### src/rtl/core_buf_exchange_pkg.sv
// Shared constants and state encoding for the multicore buffer-exchange hub.
// BUF_W and IDX_W are also used by the processor top's buffer ports.
package core_buf_exchange_pkg;

  localparam int BUF_W = 32;
  localparam int IDX_W = 5;

  typedef enum logic {
    COLLECT = 1'b0,
    READY   = 1'b1
  } state_e;

endpackage

### src/rtl/core_buf_exchange_buf_bank_entry.sv
// One core's bank slot: a pair of captured words plus a valid bit.
// Only the first capture after a clear is kept; clear drops valid but keeps the data.
module core_buf_exchange_buf_bank_entry
  import core_buf_exchange_pkg::*;
(
  input  logic             Clk,
  input  logic             Reset,
  input  logic             cap_en,
  input  logic             clr,
  input  logic [BUF_W-1:0] val_1_in,
  input  logic [BUF_W-1:0] val_2_in,
  output logic [BUF_W-1:0] word_1,
  output logic [BUF_W-1:0] word_2,
  output logic             valid
);

  always_ff @(posedge Clk or negedge Reset) begin
    if (!Reset) begin
      word_1 <= '0;
      word_2 <= '0;
      valid  <= 1'b0;
    end else if (clr) begin
      valid <= 1'b0;
    end else if (cap_en && !valid) begin
      word_1 <= val_1_in;
      word_2 <= val_2_in;
      valid  <= 1'b1;
    end
  end

endmodule

### src/rtl/core_buf_exchange.sv
// Multicore barrier and data-exchange hub: captures each core's word pair, raises
// all_buf_flags once every core has published, and serves bank reads per core.
module core_buf_exchange
  import core_buf_exchange_pkg::*;
#(
  parameter int NCORES  = 4,
  parameter int EPOCH_W = 8
) (
  input  logic                    Clk,
  input  logic                    Reset,
  input  logic [NCORES*BUF_W-1:0] buf_val_1_in,
  input  logic [NCORES*BUF_W-1:0] buf_val_2_in,
  input  logic [NCORES-1:0]       buf_flag_in,
  input  logic [NCORES*IDX_W-1:0] buf_val_1_addr,
  input  logic [NCORES*IDX_W-1:0] buf_val_2_addr,
  output logic [NCORES*BUF_W-1:0] buf_val_1_select,
  output logic [NCORES*BUF_W-1:0] buf_val_2_select,
  output logic                    all_buf_flags,
  output logic [EPOCH_W-1:0]      epoch
);

  state_e             state_q, state_d;
  logic [EPOCH_W-1:0] epoch_q, epoch_d;
  logic               clr;
  logic [NCORES-1:0]  valid;
  logic [NCORES-1:0]  capture_mask;
  logic [BUF_W-1:0]   bank1 [NCORES];
  logic [BUF_W-1:0]   bank2 [NCORES];

  // The bank is frozen while READY, so captures are only offered in COLLECT.
  assign capture_mask = (state_q == COLLECT) ? (buf_flag_in & ~valid) : '0;

  always_ff @(posedge Clk or negedge Reset) begin
    if (!Reset) begin
      state_q <= COLLECT;
      epoch_q <= '0;
    end else begin
      state_q <= state_d;
      epoch_q <= epoch_d;
    end
  end

  always_comb begin
    state_d = state_q;
    epoch_d = epoch_q;
    clr     = 1'b0;
    case (state_q)
      COLLECT: begin
        if (&(valid | capture_mask)) state_d = READY;
      end
      READY: begin
        // Only an all-low flag vector releases the barrier.
        if (buf_flag_in == '0) begin
          state_d = COLLECT;
          clr     = 1'b1;
          epoch_d = epoch_q + EPOCH_W'(1);
        end
      end
      default: state_d = COLLECT;
    endcase
  end

  for (genvar g = 0; g < NCORES; g++) begin : g_bank
    core_buf_exchange_buf_bank_entry u_entry (
      .Clk      (Clk),
      .Reset    (Reset),
      .cap_en   (capture_mask[g]),
      .clr      (clr),
      .val_1_in (buf_val_1_in[g*BUF_W +: BUF_W]),
      .val_2_in (buf_val_2_in[g*BUF_W +: BUF_W]),
      .word_1   (bank1[g]),
      .word_2   (bank2[g]),
      .valid    (valid[g])
    );
  end

  // Out-of-range indices match no entry and therefore read as zero.
  always_comb begin
    buf_val_1_select = '0;
    buf_val_2_select = '0;
    for (int i = 0; i < NCORES; i++) begin
      for (int j = 0; j < NCORES; j++) begin
        if (buf_val_1_addr[i*IDX_W +: IDX_W] == IDX_W'(j))
          buf_val_1_select[i*BUF_W +: BUF_W] = bank1[j];
        if (buf_val_2_addr[i*IDX_W +: IDX_W] == IDX_W'(j))
          buf_val_2_select[i*BUF_W +: BUF_W] = bank2[j];
      end
    end
  end

  assign all_buf_flags = (state_q == READY);
  assign epoch         = epoch_q;

endmodule

### config.mk
export PLATFORM = sky130hd
export DESIGN_NAME = core_buf_exchange
export DESIGN_NICKNAME = d
export VERILOG_FILES = /design/src/rtl/core_buf_exchange_pkg.sv /design/src/rtl/core_buf_exchange_buf_bank_entry.sv /design/src/rtl/core_buf_exchange.sv
export SDC_FILE = /design/constraint.sdc
export NUM_CORES = 1
export LEC_CHECK = 0
export CAP_MARGIN = 15
export CORE_AREA = 5 5 218 220
export DETAILED_ROUTE_END_ITERATION = 7
export DIE_AREA = 0 0 223 225
export DONT_BUFFER_PORTS = 1
export GPL_ROUTABILITY_DRIVEN = 0
export GPL_TIMING_DRIVEN = 0
export PLACE_DENSITY = 0.6
export SYNTH_ARGS = -nofsm -noshare
export SYNTH_HDL_FRONTEND = slang
export SYNTH_SLANG_ARGS = --single-unit
### constraint.sdc
create_clock -name Clk -period 2.11 [get_ports Clk]
set_clock_uncertainty 0.15 [all_clocks]
set_input_delay 0.211 -clock Clk [delete_from_list [all_inputs] [get_ports Clk]]
set_output_delay 0.211 -clock Clk [all_outputs]
set_load 0.01 [all_outputs]
==> results of run 1 <==
## flip-flops by register name, indices dropped and copies added (netlist names)
signal / count
all_buf_flags: 1
g_bank.u_entry.valid: 4
g_bank.u_entry.word_2: 128
g_bank.u_entry.word_1: 128
epoch: 8
## Yosys cell counts
master and number:
dfrtp_1 269, mux2_1 37, nor2b_1 196, mux4_2 186, nor3_1 6, ha_1 1, buf_1 17, o22ai_1 66
or4b_1 3, buf_2 38, xor2_1 3, or4_4 2, nand4_1 9, buf_8 6, buf_6 2, nor2_1 67
clkbuf_1 37, xnor2_1 4, buf_4 27, and2_1 1, nand3_1 27, mux2i_1 64, nor3b_1 1, nand2_1 2
nand4b_1 1, and3_1 1, or3_1 6, mux2_2 220, o21a_1 69
## worst max-delay path, stage by stage
cell and delay, ns:
buf_2 0.31, nand3_1 0.43, clkbuf_1 0.41, o21a_1 0.38
## area by class of cell
class | count | area [um2]
tap | 600 | 751
antenna | 3 | 7.51
multi-input combinational | 972 | 10600
clock inverter | 8 | 92.6
clock buffer | 54 | 1070
fill | 3896 | 22500
sequential | 269 | 6730
timing repair buffer | 264 | 2640
buffer | 126 | 759
## layer usage
| layer | share of wire, % | routed length, um |
|---|---|---|
| met2 | 49 | 34300 |
| met3 | 9.9 | 6910 |
| met1 | 37 | 25600 |
| met4 | 3.9 | 2740 |
| met5 | 0.019 | 13 |
## placed cells by master, fill, tap and decap left out, types with 2 or more instances in the layout
master,Yosys,layout
buf_8,6,6
xor2_1,3,3
bufinv_16,0,2
nor3_1,6,6
o21a_1,69,69
nand2_1,2,2
nor2_1,67,67
mux2i_1,64,64
buf_2,38,34
buf_4,27,22
mux2_1,37,37
clkbuf_2,0,3
diode_2,0,3
clkbuf_1,37,42
nor2b_1,196,193
buf_1,17,17
mux4_2,186,186
or3_1,6,6
xnor2_1,4,4
nand3_1,27,27
or4b_1,3,3
clkbuf_16,0,37
o22ai_1,66,66
nand4_1,9,9
clkinv_2,0,5
nor2b_2,0,3
buf_6,2,13
dlygate4sd3_1,0,262
mux2_2,220,220
or4_4,2,2
dfrtp_1,269,268
clkbuf_8,0,8
## stage by stage
step | utilization [%] | TNS, ns | power, W | setup WS, ns
after floorplan | - | 0 | 0.0171 | 0.409
after global placement | 41.6 | -19.12 | 0.0188 | -0.257
after detailed placement | 41.6 | -17.96 | 0.0192 | -0.209
after CTS | 50.0 | 0 | 0.0259 | 0.00770
after global routing | 50.1 | 0 | 0.0273 | 0.00259
final | 50.1 | -0.00321 | 0.0260 | -0.00321
## how the worst max path moves through the flow
| stage | startpoint | to | cells past startpoint |
|---|---|---|---|
| 6_report | buf_val_2_addr[0] | buf_val_2_select[10] | 4 |
| 5_1_grt | buf_val_2_addr[0] | buf_val_2_select[10] | 4 |
| 4_1_cts | all_buf_flags$_DFF_PN0_ | g_bank[1].u_entry.word_2[14]$_DFFE_PN0P_ | 5 |
| 3_5_place_dp | all_buf_flags$_DFF_PN0_ | g_bank[1].u_entry.word_2[26]$_DFFE_PN0P_ | 5 |
| 3_3_place_gp | all_buf_flags$_DFF_PN0_ | g_bank[1].u_entry.word_2[26]$_DFFE_PN0P_ | 5 |
| 2_1_floorplan | all_buf_flags$_DFF_PN0_ | g_bank[1].u_entry.word_2[18]$_DFFE_PN0P_ | 5 |
## power by group through the flow
| stage | sequential (W) | combinational, W | clock [W] |
|---|---|---|---|
| detailed placement | 0.0108 | 0.00838 | 0 |
| global placement | 0.0106 | 0.00820 | 0 |
| global route | 0.0113 | 0.00953 | 0.00646 |
| floorplan | 0.00975 | 0.00730 | 0 |
| finish | 0.0109 | 0.00891 | 0.00616 |
| CTS | 0.0108 | 0.00886 | 0.00626 |
## cells by family (layout without fill, tap and decap cells)
logic type	Yosys count	after routing	synth area share, %
XOR/XNOR	7	7	0.341
adder cells (fa/ha/maj)	1	1	0.0695
buffers and inverters	127	452	3.94
multiplexers	507	507	42.9
flip-flops	269	269	37.4
other	0	3	0
AO/OA/AOI/OAI	135	135	5.17
AND/OR/NAND/NOR	322	322	10.1
## what timing repair did
item                                    4_1_cts  5_1_grt
gates resized for setup                      10       13
hold endpoints to repair                    537      269
setup buffers                                 0        2
endpoints found under the setup margin      248      159
==> run_results.csv, run 1 <==
group,metric,value,unit
power,switchingPower,0.00845,W
global_route,met1_usage,32.8,%
place,placed_area,18700,um2
cts,cts_hold_buffers,262,
cts,cts_tree,"done",
cts,clk_latency,0.53,ns
setup_path,crit_path_max_fanout,10,
setup_path,arrival,1.75,ns
die,die_w,223,um
setup_path,r2r_cells,5,
sta,report.final.slew_viol_count,0,
sta,fin_crit_sh,100,%
layout,postLayoutCellArea,22600,um2
cts,cts-root-buf,"clkbuf_16",
global_route,grt_pass1_vias,14885,
cts,htreeDepth,2,
yosys,syn_area,18000,um2
layout,layout.nets,1971,
layout,drive_above_1_share,32.1,%
worst_hold_path,hold_class,"input port to async pin",
detailed_routing,wl_per_cell,30.3,um
cts,clock_path_buffers,3,
sta,rsz0062_at_grt,"false",
power,p_leak,8.83,nW
power,clkPwrFrac,23.7,%
global_route,busiest_layer,"met2",
global_route,use_met3,7.88,%
run_status,run_status,"complete, but fails checks",
sta,whs,-0.771,ns
detailed_routing,ant_nets,0,
cts,path_clk_slew,0.06,ns
yosys,yosysUniqueCellTypes,29,
power,sw_frac_of_total,32.5,%
die,die_h,225,um
detailed_routing,vias,14285,
layout,stdcell_count,2296,
sta,worst_slack,-0.00321,ns
detailed_routing,drc,0,
power,comb_power_share,34.3,%
yosys,syn_inst,1368,
setup_path,start_kind,"input port",
sta,worst_pin_slew,0.937,ns
sta,clock.fmax,473,MHz
yosys,yosys.area.top_type_share,37.4,%
power,power.density,1150,nW/um2
setup_path,cp-end-kind,"primary output",
power,p_int,0.0175,W
place,placed_cells,1968,
global_route,grt.total_usage,26.7,%
sta,slew_headroom,37.6,%
yosys,syn-mean-instance-area,13.2,um2
detailed_routing,via_per_inst,6.22,
yosys,yosys_warnings,0,
job,cap_violations,0,
die,ios,567,
detailed_routing,drtPass1Iterations,5,
setup_path,regToRegEndpoint,"g_bank[3].u_entry.word_1[27]$_DFFE_PN0P_",
run_status,violations,"hold timing, setup timing",
detailed_routing,wl,69.6,mm
place,port_buffers,0,
global_route,grt-ovfl-total,0,
sta,setup-violations-final,1,
yosys,synth_area_leaders,"dfrtp_1, mux4_2, mux2_2",
global_route,antenna_found_initial,4,
setup_path,worst_r2r_startpoint,"all_buf_flags$_DFF_PN0_",
sta,fin_crit,2.11,ns
place,dpl.hpwl,50.4,mm
die,die_area,50200,um2
die,core,45100,um2
yosys,syn_nets,1671,
setup_path,crit_required,1.75,ns
sta,hold_viol,269,
die,rows,78,
yosys,yosysSeqAreaShare,37.4,%
global_route,use_met2,45.1,%
layout,syn_to_final_growth,25.7,%
setup_path,path_class,"input port to primary output",
yosys,synthDominantAreaCellType,"dfrtp_1",
global_route,grt_max_degree,270,
cts,cts.sinks,269,
setup_path,rrSetupSlack,0.10,ns
global_route,grt_pass1_wl,103,mm
cts,cts-buffers-inserted,35,
yosys,synth-seq-cells,269,
die,initial_core_util,39.9,%
power,ir_drop,917,uV
detailed_routing,drt_first_iter_violations,1342,
power,power_frac_seq,42.0,%
No activity file was read; power rests on OpenSTA's default activity.
==> run 2, diff against run 1 <==
CELL_PAD_IN_SITES_DETAIL_PLACEMENT = 1   (was unset)
CELL_PAD_IN_SITES_GLOBAL_PLACEMENT = 1   (was unset)
CORE_AREA = unset   (was 5 5 218 220)
CORE_MARGIN = 5   (was unset)
CORE_UTILIZATION = 35   (was unset)
DIE_AREA = unset   (was 0 0 223 225)
PLACE_DENSITY = 0.67   (was 0.6)
clock period = 1.8 ns   (was 2.11 ns; I/O delays follow)
==> run 2 against run 1 <==
Against the previous run: the run still ends with hold timing, setup timing left; hold slack got worse by 0.032 ns; final cell count up 10%; via count is 12% higher; sequential power is 22% higher; largest power group is now combinational logic; non-clock buffer count is 147 higher.
==> run_results.csv, run 2 (synthesized netlist as in run 1, its figures left out) <==
group,metric,value,unit
die,rows,83,
power,p_leak,10.9,nW
global_route,grt-ovfl-total,0,
die,die_h,237,um
power,power.density,1390,nW/um2
worst_hold_path,hold_class,"input port to async pin",
global_route,antenna_found_initial,8,
power,ir_drop,1020,uV
sta,clock.fmax,481,MHz
setup_path,crit_required,1.47,ns
setup_path,start_kind,"flip-flop",
sta,fin_crit,2.08,ns
detailed_routing,via_per_inst,6.35,
place,place_worst_setup_slack,-0.507,ns
sta,worst_pin_slew,0.958,ns
die,core,51100,um2
cts,cts-root-buf,"clkbuf_16",
place,placed_area,18800,um2
sta,slew_headroom,36.1,%
die,ios,567,
layout,postLayoutCellArea,26700,um2
sta,hold_viol,269,
layout,fillerInstances,4942,
global_route,grt_pass1_vias,16312,
cts,cts.sinks,269,
setup_path,cp-end-kind,"primary output",
detailed_routing,drt_first_iter_violations,1419,
global_route,grt.total_usage,27.2,%
detailed_routing,wl_per_cell,36.1,um
detailed_routing,wl,91.2,mm
sta,report.final.slew_viol_count,0,
sta,worst_slack,-0.281,ns
cts,cts-buffers-inserted,36,
cts,clock_path_buffers,3,
setup_path,path_class,"flip-flop to primary output",
layout,syn_to_final_growth,48.5,%
die,die_w,237,um
place,port_buffers,0,
run_status,violations,"hold timing, setup timing",
cts,htreeDepth,2,
setup_path,arrival,1.75,ns
sta,rsz0062_at_grt,"true",
layout,drive_above_1_share,53.5,%
sta,whs,-0.803,ns
job,cap_violations,0,
detailed_routing,drtPass1Iterations,5,
detailed_routing,vias,16052,
run_status,run_status,"complete, but fails checks",
place,dpl.hpwl,52.6,mm
cts,cts_tree,"done",
sta,fin_crit_sh,116,%
setup_path,crit_path_max_fanout,5,
cts,clk_latency,0.54,ns
global_route,grt_pass1_wl,116,mm
die,initial_core_util,35.2,%
sta,setup-violations-final,488,
detailed_routing,drc,0,
layout,final_common_cell,"dlygate4sd3_1",
detailed_routing,ant_nets,0,
layout,layout.nets,2119,
layout,final_cell_mix,"dlygate4sd3_1, dfrtp_1, mux4_2, nor2b_4, mux2_4",
cts,path_clk_slew,0.06,ns
die,die_area,56000,um2
global_route,grt_max_degree,270,
## run 2: per-layer routing
metal,up-vias,global-route usage [%],share of wire (%)
met4,4,9.81,5.8
met5,-,0,0.030
met2,1154,47.1,49
met3,346,7.56,9.3
li1,6130,-,-
met1,8418,32.6,35
## run 2: final cells by class
type                    instances  area (um2)  area share (%)
well taps                     680         851            3.18
repair buffers                414        4340            16.2
multi-input cells             972       12500            46.7
clock buffers                  55        1090            4.09
flip-flops and latches        269        6780            25.4
clock inverters                 6        57.6           0.215
plain buffers                 123        1100            4.12
diodes                          9        22.5          0.0843
## run 2: worst paths after layout
check	start	end	slack [ns]	cells past startpoint
worst max-delay path	g_bank[2].u_entry.word_1[14]$_DFFE_PN0P_	buf_val_1_select[110]	-0.28	2
worst min-delay path	Reset	g_bank[0].u_entry.word_2[5]$_DFFE_PN0P_	-0.80	0
worst max register to register	all_buf_flags$_DFF_PN0_	g_bank[3].u_entry.word_2[7]$_DFFE_PN0P_	-0.23	5
worst min register to register	epoch[7]$_DFFE_PN0P_	epoch[7]$_DFFE_PN0P_	0.39	1
max in group asynchronous	Reset	all_buf_flags$_DFF_PN0_	1.87	0
min in group Clk	buf_val_2_in[53]	g_bank[1].u_entry.word_2[21]$_DFFE_PN0P_	0.15	2
## run 2: what timing repair did
| item | 4_1_cts | 5_1_grt |
|---|---|---|
| setup buffers | 60 | 75 |
| cloned | 9 | 13 |
| gates resized for setup | 228 | 540 |
| pin swaps | 0 | 12 |
| hold buffers | 261 | 2 |
| endpoints found under the setup margin | 511 | 507 |
| endpoints found under the hold margin | 538 | 279 |
## run 2: through the flow
step / power [W] / hold WS, ns / instances / setup TNS [ns] / util, %
5_1_grt: 0.0382 / -0.825 / 2525 / -78.42 / 52.3
4_1_cts: 0.0322 / -0.835 / 2439 / -61.30 / 47.3
3_5_place_dp: 0.0227 / -0.252 / 2048 / -138.65 / 36.9
2_1_floorplan: 0.0200 / -0.266 / 1368 / 0 / -
6_report: 0.0371 / -0.803 / 2528 / -62.11 / 52.3
3_3_place_gp: 0.0221 / -0.254 / 2048 / -132.42 / 36.9
## run 2: report_power, final
part | total [W] | internal, W | switching (W) | leakage, nW
logic | 0.0164 | 0.0110 | 0.00536 | 7.07
registers | 0.0133 | 0.00907 | 0.00427 | 3.23
clock network | 0.00736 | 0.00431 | 0.00305 | 0.567
total | 0.0371 | 0.0244 | 0.0127 | 10.9
## run 2: critical path, stage by stage (launching register included)
cell     delay [ns]
dfrtp_1        0.46
mux4_2         0.53
nor2b_1        0.20
